## src/rtl/mb_pkg.sv

```systemverilog
// Shared constants and helpers for the multi-bank read-return path.
package mb_pkg;

   // Bank count must be a power of two addressed exactly by the select width.
   function automatic bit sel_ok(int num_banks, int sel_width);
      return (num_banks >= 2) && (num_banks == (1 << sel_width));
   endfunction

   // LSB of bank k's word inside the concatenated read bus.
   function automatic int bank_lsb(int sel, int data_width);
      return sel * data_width;
   endfunction

   // Width needed to hold an occupancy of 0..depth inclusive.
   function automatic int cnt_w(int depth);
      return $clog2(depth) + 1;
   endfunction

endpackage

```

## src/rtl/bank_rd_return_if.sv

```systemverilog
// Read-return handshake bundle: upstream issue/credit, bank data, downstream ready/valid.
interface bank_rd_return_if #(
   parameter int NUM_BANKS  = 4,
   parameter int SEL_WIDTH  = 2,
   parameter int DATA_WIDTH = 8
) ();
   logic                            i_rd_req;
   logic                            o_rd_ready;
   logic [SEL_WIDTH-1:0]            i_sel;
   logic [NUM_BANKS*DATA_WIDTH-1:0] i_bank_rdata;
   logic [DATA_WIDTH-1:0]           o_rdata;
   logic                            o_rvalid;
   logic                            i_rready;

   modport master (
      output i_rd_req, i_sel, i_bank_rdata, i_rready,
      input  o_rd_ready, o_rdata, o_rvalid
   );

   modport slave (
      input  i_rd_req, i_sel, i_bank_rdata, i_rready,
      output o_rd_ready, o_rdata, o_rvalid
   );
endinterface

```

## src/rtl/rd_return_fifo.sv

```systemverilog
// First-word-fall-through FIFO holding returned bank words until the consumer takes them.
module rd_return_fifo
   import mb_pkg::*;
#(
   parameter int DATA_WIDTH = 8,
   parameter int FIFO_DEPTH = 4
) (
   input  logic                        clk,
   input  logic                        rst_n,
   input  logic                        push,
   input  logic                        pop,
   input  logic [DATA_WIDTH-1:0]       din,
   output logic [DATA_WIDTH-1:0]       dout,
   output logic                        empty,
   output logic                        full,
   output logic [$clog2(FIFO_DEPTH):0] count
);
   localparam int CW = cnt_w(FIFO_DEPTH);
   localparam int AW = $clog2(FIFO_DEPTH);

   logic [DATA_WIDTH-1:0] mem [FIFO_DEPTH];
   logic [AW-1:0]         wptr, rptr;
   logic                  do_push, do_pop;

   // Pop on empty is ignored; push on full is ignored so occupancy can never exceed depth.
   assign do_push = push & ~full;
   assign do_pop  = pop & ~empty;
   assign empty   = (count == '0);
   assign full    = (count == CW'(FIFO_DEPTH));
   assign dout    = empty ? '0 : mem[rptr];

   // Storage needs no reset: the head is masked to zero while empty.
   always_ff @(posedge clk) begin
      if (do_push) mem[wptr] <= din;
   end

   // Pointers wrap naturally at the power-of-two depth; count tracks occupancy.
   always_ff @(posedge clk or negedge rst_n) begin
      if (!rst_n) begin
         wptr  <= '0;
         rptr  <= '0;
         count <= '0;
      end else begin
         if (do_push) wptr <= wptr + 1'b1;
         if (do_pop)  rptr <= rptr + 1'b1;
         case ({do_push, do_pop})
            2'b10:   count <= count + 1'b1;
            2'b01:   count <= count - 1'b1;
            default: count <= count;
         endcase
      end
   end

endmodule

```

## src/rtl/bank_rd_return.sv

```systemverilog
// Tracks issued bank reads through the read latency, captures the selected bank word,
// buffers it for a ready/valid consumer and meters upstream credit so the buffer never overflows.
module bank_rd_return
   import mb_pkg::*;
#(
   parameter int NUM_BANKS    = 4,
   parameter int SEL_WIDTH    = 2,
   parameter int DATA_WIDTH   = 8,
   parameter int READ_LATENCY = 2,
   parameter int FIFO_DEPTH   = 4
) (
   input  logic                        clk,
   input  logic                        rst_n,
   bank_rd_return_if.slave             bus,
   output logic [$clog2(FIFO_DEPTH):0] o_inflight,
   output logic                        o_err_drop
);
   localparam int CW = cnt_w(FIFO_DEPTH);

   if (!sel_ok(NUM_BANKS, SEL_WIDTH)) begin : g_bad_cfg
      $error("bank_rd_return: NUM_BANKS must equal 2**SEL_WIDTH and be >= 2");
   end

   logic [READ_LATENCY-1:0] vld_pipe;
   logic                    accept, ret_vld, push;
   logic [DATA_WIDTH-1:0]   sel_data;
   logic [CW-1:0]           pipe_cnt, fifo_count;
   logic                    fifo_empty, fifo_full;

   assign accept   = bus.i_rd_req & bus.o_rd_ready;
   assign ret_vld  = vld_pipe[READ_LATENCY-1];
   assign sel_data = bus.i_bank_rdata[bank_lsb(int'(bus.i_sel), DATA_WIDTH) +: DATA_WIDTH];
   // Credit guarantees the FIFO has room when a read returns; the full gate is a backstop.
   assign push     = ret_vld & ~fifo_full;

   if (READ_LATENCY == 1) begin : g_pipe1
      // Single-stage latency: the accepted request is itself the return marker.
      always_ff @(posedge clk or negedge rst_n) begin
         if (!rst_n) vld_pipe <= '0;
         else        vld_pipe <= accept;
      end
   end else begin : g_pipeN
      // Shift accepted requests toward the return stage, one stage per cycle.
      always_ff @(posedge clk or negedge rst_n) begin
         if (!rst_n) vld_pipe <= '0;
         else        vld_pipe <= {vld_pipe[READ_LATENCY-2:0], accept};
      end
   end

   // Count reads still travelling through the bank latency.
   always_comb begin
      pipe_cnt = '0;
      for (int i = 0; i < READ_LATENCY; i++) pipe_cnt = pipe_cnt + CW'(vld_pipe[i]);
   end

   // Credit comes from registered state only, so a pop frees a slot the following cycle.
   assign o_inflight     = pipe_cnt + fifo_count;
   assign bus.o_rd_ready = (o_inflight < CW'(FIFO_DEPTH));
   assign bus.o_rvalid   = ~fifo_empty;

   // Sticky record that upstream ignored the credit and a read was lost.
   always_ff @(posedge clk or negedge rst_n) begin
      if (!rst_n)                                o_err_drop <= 1'b0;
      else if (bus.i_rd_req && !bus.o_rd_ready) o_err_drop <= 1'b1;
   end

   rd_return_fifo #(
      .DATA_WIDTH (DATA_WIDTH),
      .FIFO_DEPTH (FIFO_DEPTH)
   ) u_fifo (
      .clk   (clk),
      .rst_n (rst_n),
      .push  (push),
      .pop   (bus.o_rvalid & bus.i_rready),
      .din   (sel_data),
      .dout  (bus.o_rdata),
      .empty (fifo_empty),
      .full  (fifo_full),
      .count (fifo_count)
   );

endmodule

```

## src/flat_wrapper.sv

```systemverilog
// flat-port wrapper written by rule: the top's interface ports become plain ports
module bank_rd_return_flat import mb_pkg::*;
#(
   parameter int NUM_BANKS    = 4,
   parameter int SEL_WIDTH    = 2,
   parameter int DATA_WIDTH   = 8,
   parameter int READ_LATENCY = 2,
   parameter int FIFO_DEPTH   = 4
)
  (clk, rst_n, o_inflight, o_err_drop, bus_i_rd_req, bus_i_sel, bus_i_bank_rdata, bus_i_rready, bus_o_rd_ready, bus_o_rdata, bus_o_rvalid);
  bank_rd_return_if #(.NUM_BANKS(NUM_BANKS), .SEL_WIDTH(SEL_WIDTH), .DATA_WIDTH(DATA_WIDTH)) bus_i ();
  input  logic clk;
  input  logic rst_n;
  output logic [$clog2(FIFO_DEPTH):0] o_inflight;
  output logic o_err_drop;
  input wire logic [$bits(bus_i.i_rd_req)-1:0] bus_i_rd_req;
  input wire logic [$bits(bus_i.i_sel)-1:0] bus_i_sel;
  input wire logic [$bits(bus_i.i_bank_rdata)-1:0] bus_i_bank_rdata;
  input wire logic [$bits(bus_i.i_rready)-1:0] bus_i_rready;
  output wire logic [$bits(bus_i.o_rd_ready)-1:0] bus_o_rd_ready;
  output wire logic [$bits(bus_i.o_rdata)-1:0] bus_o_rdata;
  output wire logic [$bits(bus_i.o_rvalid)-1:0] bus_o_rvalid;
  assign bus_i.i_rd_req = bus_i_rd_req;
  assign bus_i.i_sel = bus_i_sel;
  assign bus_i.i_bank_rdata = bus_i_bank_rdata;
  assign bus_i.i_rready = bus_i_rready;
  assign bus_o_rd_ready = bus_i.o_rd_ready;
  assign bus_o_rdata = bus_i.o_rdata;
  assign bus_o_rvalid = bus_i.o_rvalid;
  bank_rd_return #(.NUM_BANKS(NUM_BANKS), .SEL_WIDTH(SEL_WIDTH), .DATA_WIDTH(DATA_WIDTH), .READ_LATENCY(READ_LATENCY), .FIFO_DEPTH(FIFO_DEPTH)) u_core (.clk(clk), .rst_n(rst_n), .bus(bus_i), .o_inflight(o_inflight), .o_err_drop(o_err_drop));
endmodule
```

## config.mk

```make
export PLATFORM = sky130hd
export DESIGN_NAME = bank_rd_return_flat
export DESIGN_NICKNAME = d
export VERILOG_FILES = /design/src/rtl/mb_pkg.sv /design/src/rtl/bank_rd_return_if.sv /design/src/rtl/rd_return_fifo.sv /design/src/rtl/bank_rd_return.sv /design/src/flat_wrapper.sv
export SDC_FILE = /design/constraint.sdc
export NUM_CORES = 1
export LEC_CHECK = 0
export BUFFER_PORTS_ARGS = -buffer_cell sky130_fd_sc_hd__buf_2
export CELL_PAD_IN_SITES_DETAIL_PLACEMENT = 1
export CELL_PAD_IN_SITES_GLOBAL_PLACEMENT = 1
export CORE_MARGIN = 2
export CORE_UTILIZATION = 30
export DETAILED_ROUTE_END_ITERATION = 8
export PLACE_DENSITY_LB_ADDON = 0.1
export SYNTH_ARGS = -nofsm -noshare
export SYNTH_HDL_FRONTEND = slang
export SYNTH_SLANG_ARGS = --single-unit
```

## constraint.sdc

```tcl
create_clock -name clk -period 3.37 [get_ports clk]
set_input_delay 0.337 -clock clk [delete_from_list [all_inputs] [get_ports clk]]
set_output_delay 0.337 -clock clk [all_outputs]
set_load 0.01 [all_outputs]
```

==> summary.txt <==
Status
  • Outcome: finished, final reports clean

Final layout
  • Area delta synth->final: 21.9%
  • NumNets Final: 209
  • Leading cell types in the layout, fill and taps excluded: buf_2 (51), edfxtp_1 (32), mux4_2 (16)
  • Filler cells: 669
  • Antenna cell count: 0
  • Most common cell after layout, fill and taps aside: buf_2
  • Layout cell share with drive strength beyond 1: 48.5%

GRT
  • Largest net degree at the start of global routing: 14
  • Grt total ovfl: 0
  • Met2 usage: 19.4%
  • Met3 Track Usage GR: ~3.5%
  • Antenna violations before repair: 0
  • Vias in the first global route: 1251
  • GRT busiest layer: met2
  • GR Util met1: 14.9%
  • GRT Total Usage: 11.8%
  • First-pass GRT wire length: 6.35 mm

Synthesis
  • Area contributors post-synth: edfxtp_1 (48%), mux4_2 (18%), dfrtp_1 (13%)
  • Seq cells post-synth: 42
  • Largest family of logic cells by synthesized area: multiplexers
  • Sequential area share after synthesis: 60.8%
  • Mean Syn Cell Area: approximately 18 sq um
  • Post-synthesis mux area share: 19.2%
  • Syn Nets: about 160
  • Simple-gate portion of the synthesized area: 5.78%
  • YS warnings: 0
  • Most area-hungry cell type in the Yosys netlist: edfxtp_1
  • Area share of fa/ha/maj cells after synthesis: ~6.4%
  • Synth Instances: roughly 110
  • Yosys cell types: 21
  • XOR/XNOR Fraction of Synth Area: 3.08%
  • Synth Area in Compound Gates: approximately 1.4%
  • Synth Cell Area: 1990 sq um
  • Area share of the leading cell type in the synthesized netlist: 48.2%

Setup path
  • CP Data Required Time: 3.03 ns
  • Critical Path Start Type: register
  • CP Cell Sequence: ha_1 -> ha_1 -> fa_1 -> xor2_1 -> inv_1 -> buf_2
  • CP Capture Type: output port
  • Crit Path Class: register to output port
  • FF-to-FF Start: u_core.u_fifo.count[2]
  • Largest stage delay, worst path: 0.39 ns
  • Crit path arrival time: 2.06 ns
  • CP Max Fanout: 3
  • Slowest cell on crit path: dfrtp_1
  • Worst setup startpoint: u_core.vld_pipe[0]
  • Most used cell, CP: ha_1

Floorplan
  • Die area: 7310 sq um
  • Core Footprint: 6390 sq um
  • Die Wd: 85.5 um
  • # rows: 29
  • Starting Density: 31.2%
  • # IOs: 52
  • Die height: 85.5 um

STA
  • Slew @ Worst Pin: 0.629 ns
  • Worst setup margin: 0.975 ns
  • TNS Setup: 0 ns
  • Slew headroom: 58.1%
  • Fin. Hold Viols: 0
  • Crit path time final: 2.40 ns
  • Clock skew: 0.00383 ns
  • # setup viols final: 0
  • Period utilization: 71.1%
  • Fmax achieved: 0.417 GHz
  • Final slew viol count: 0
  • RSZ-0062 raised after global routing: false

Route
  • Vias per cell: 4.62
  • Post-DRT Antenna Nets: 0
  • DR pass1 iterations: 4
  • DRC Markers: 0
  • DR WL/cell: roughly 16 um
  • Drt initial violations: 26
  • Vias: 1109
  • Final WL: 3.91 mm

Power and ir drop
  • Lkg Pwr: 0.958 nW
  • PD cells: ~800 nW/um^2
  • Worst vdd ir: 0.319 mV

Hold path
  • Hold Crit Class: primary input to register
  • Critical hold path startpoint: bus_i_rd_req

Placement
  • Place WS: 1.26 ns
  • Hpwl dp: 3.02 mm
  • Number of port buffers: a little over 50
  • Global placement routability congestion: 0.669

Clock network
  • CTS tree: yes
  • Deepest level of the CTS H-tree: 2
  • CTS root buf: clkbuf_8
  • TritonCTS Buffers: 5
  • Clock transition at path regs: approximately 0.080 ns
  • Clock sinks: 42
  • Maximum clock path buffer count: 2
  • Skew-Pair Late Insertion Delay: 0.29 ns

Run
  • Max Cap Violations: 0
## layer usage
layer,vias up,part of all wire (%)
met5,-,0
met4,0,1.6
met3,5,5.8
met2,45,49
met1,549,44
li1,510,-
## state kept, by name (all words and copies together) (netlist names)
signal / flops
u_core.o_err_drop: 1
u_core.u_fifo.count: 3
u_core.u_fifo.mem: 32
u_core.u_fifo.rptr: 2
u_core.u_fifo.wptr: 2
u_core.vld_pipe: 2
## report_power, final
| group | switching [W] | total (W) | internal, W |
|---|---|---|---|
| registers | 0.000119 | 0.000805 | 0.000686 |
| clock network | 0.000166 | 0.000387 | 0.000221 |
| logic | 0.000365 | 0.000743 | 0.000378 |
| total | 0.000649 | 0.00193 | 0.00129 |
## critical path: cells and delay by family (launching register included)
kind / cells / cell delay (ns)
adders and majority gates: 3 / 0.88
DFF: 1 / 0.39
xor gates and xnor gates: 1 / 0.26
buffers and inverters: 2 / 0.24
## worst paths after layout
check                                    endpoint  slack [ns]  depth (start not counted)
setup / recovery                   bus_o_rd_ready        0.97                          6
hold / removal                  u_core.o_err_drop        0.26                          2
setup reg to reg           u_core.u_fifo.count[2]        1.27                          8
hold reg to reg                u_core.vld_pipe[1]        0.40                          0
max in group asynchronous   u_core.u_fifo.rptr[0]        2.74                          2
min in group asynchronous       u_core.o_err_drop        0.43                          2
## cells in the mapped netlist
| master | count |
|---|---|
| nand3_2 | 1 |
| mux2i_1 | 1 |
| dfrtp_1 | 10 |
| mux2_2 | 1 |
| and2_1 | 13 |
| a31oi_4 | 1 |
| edfxtp_1 | 32 |
| xor2_1 | 4 |
| fa_1 | 2 |
| ha_1 | 7 |
| xnor2_1 | 3 |
| nor2_1 | 1 |
| or3_4 | 1 |
| a21o_1 | 1 |
| buf_6 | 2 |
| inv_1 | 8 |
| mux4_2 | 16 |
| buf_1 | 1 |
| clkbuf_2 | 1 |
| and2_4 | 1 |
| buf_2 | 1 |
## stage by stage
stage | util [%] | instances | instance area, sq um | hold WS, ns | power [W]
floorplan | - | 108 | 1990 | 0.0414 | 0.00133
finish | 38.0 | 240 | 2430 | 0.258 | 0.00193
CTS | 38.0 | 240 | 2430 | 0.248 | 0.00199
global placement | 36.1 | 231 | 2310 | 0.221 | 0.00156
detailed placement | 36.1 | 231 | 2310 | 0.217 | 0.00159
global route | 38.0 | 240 | 2430 | 0.248 | 0.00209
## kinds of logic after synthesis
group           count (synthesis)
compound gates                  2
xor+xnor                        7
fa+ha+maj                       9
buf+inv                        13
flops                          42
mux                            18
simple gates                   17
## area by class of cell
type | count | area, sq um | share of cell area [%]
flip-flops and latches | 42 | 1210 | 49.9
multi-input cells | 53 | 714 | 29.4
repair buffers | 52 | 265 | 10.9
well taps | 77 | 96.3 | 3.97
clock buffers | 6 | 72.6 | 2.99
clock inverters | 2 | 37.5 | 1.55
inverters | 8 | 30.0 | 1.24
## timing repair
action                                  4_1_cts  5_1_grt
hold buffers                                  1        0
setup buffers                                 0        0
hold endpoints to repair                     10        0
resized for setup                             0        0
endpoints found under the setup margin        0        0
(Power assumes the default switching activity.)
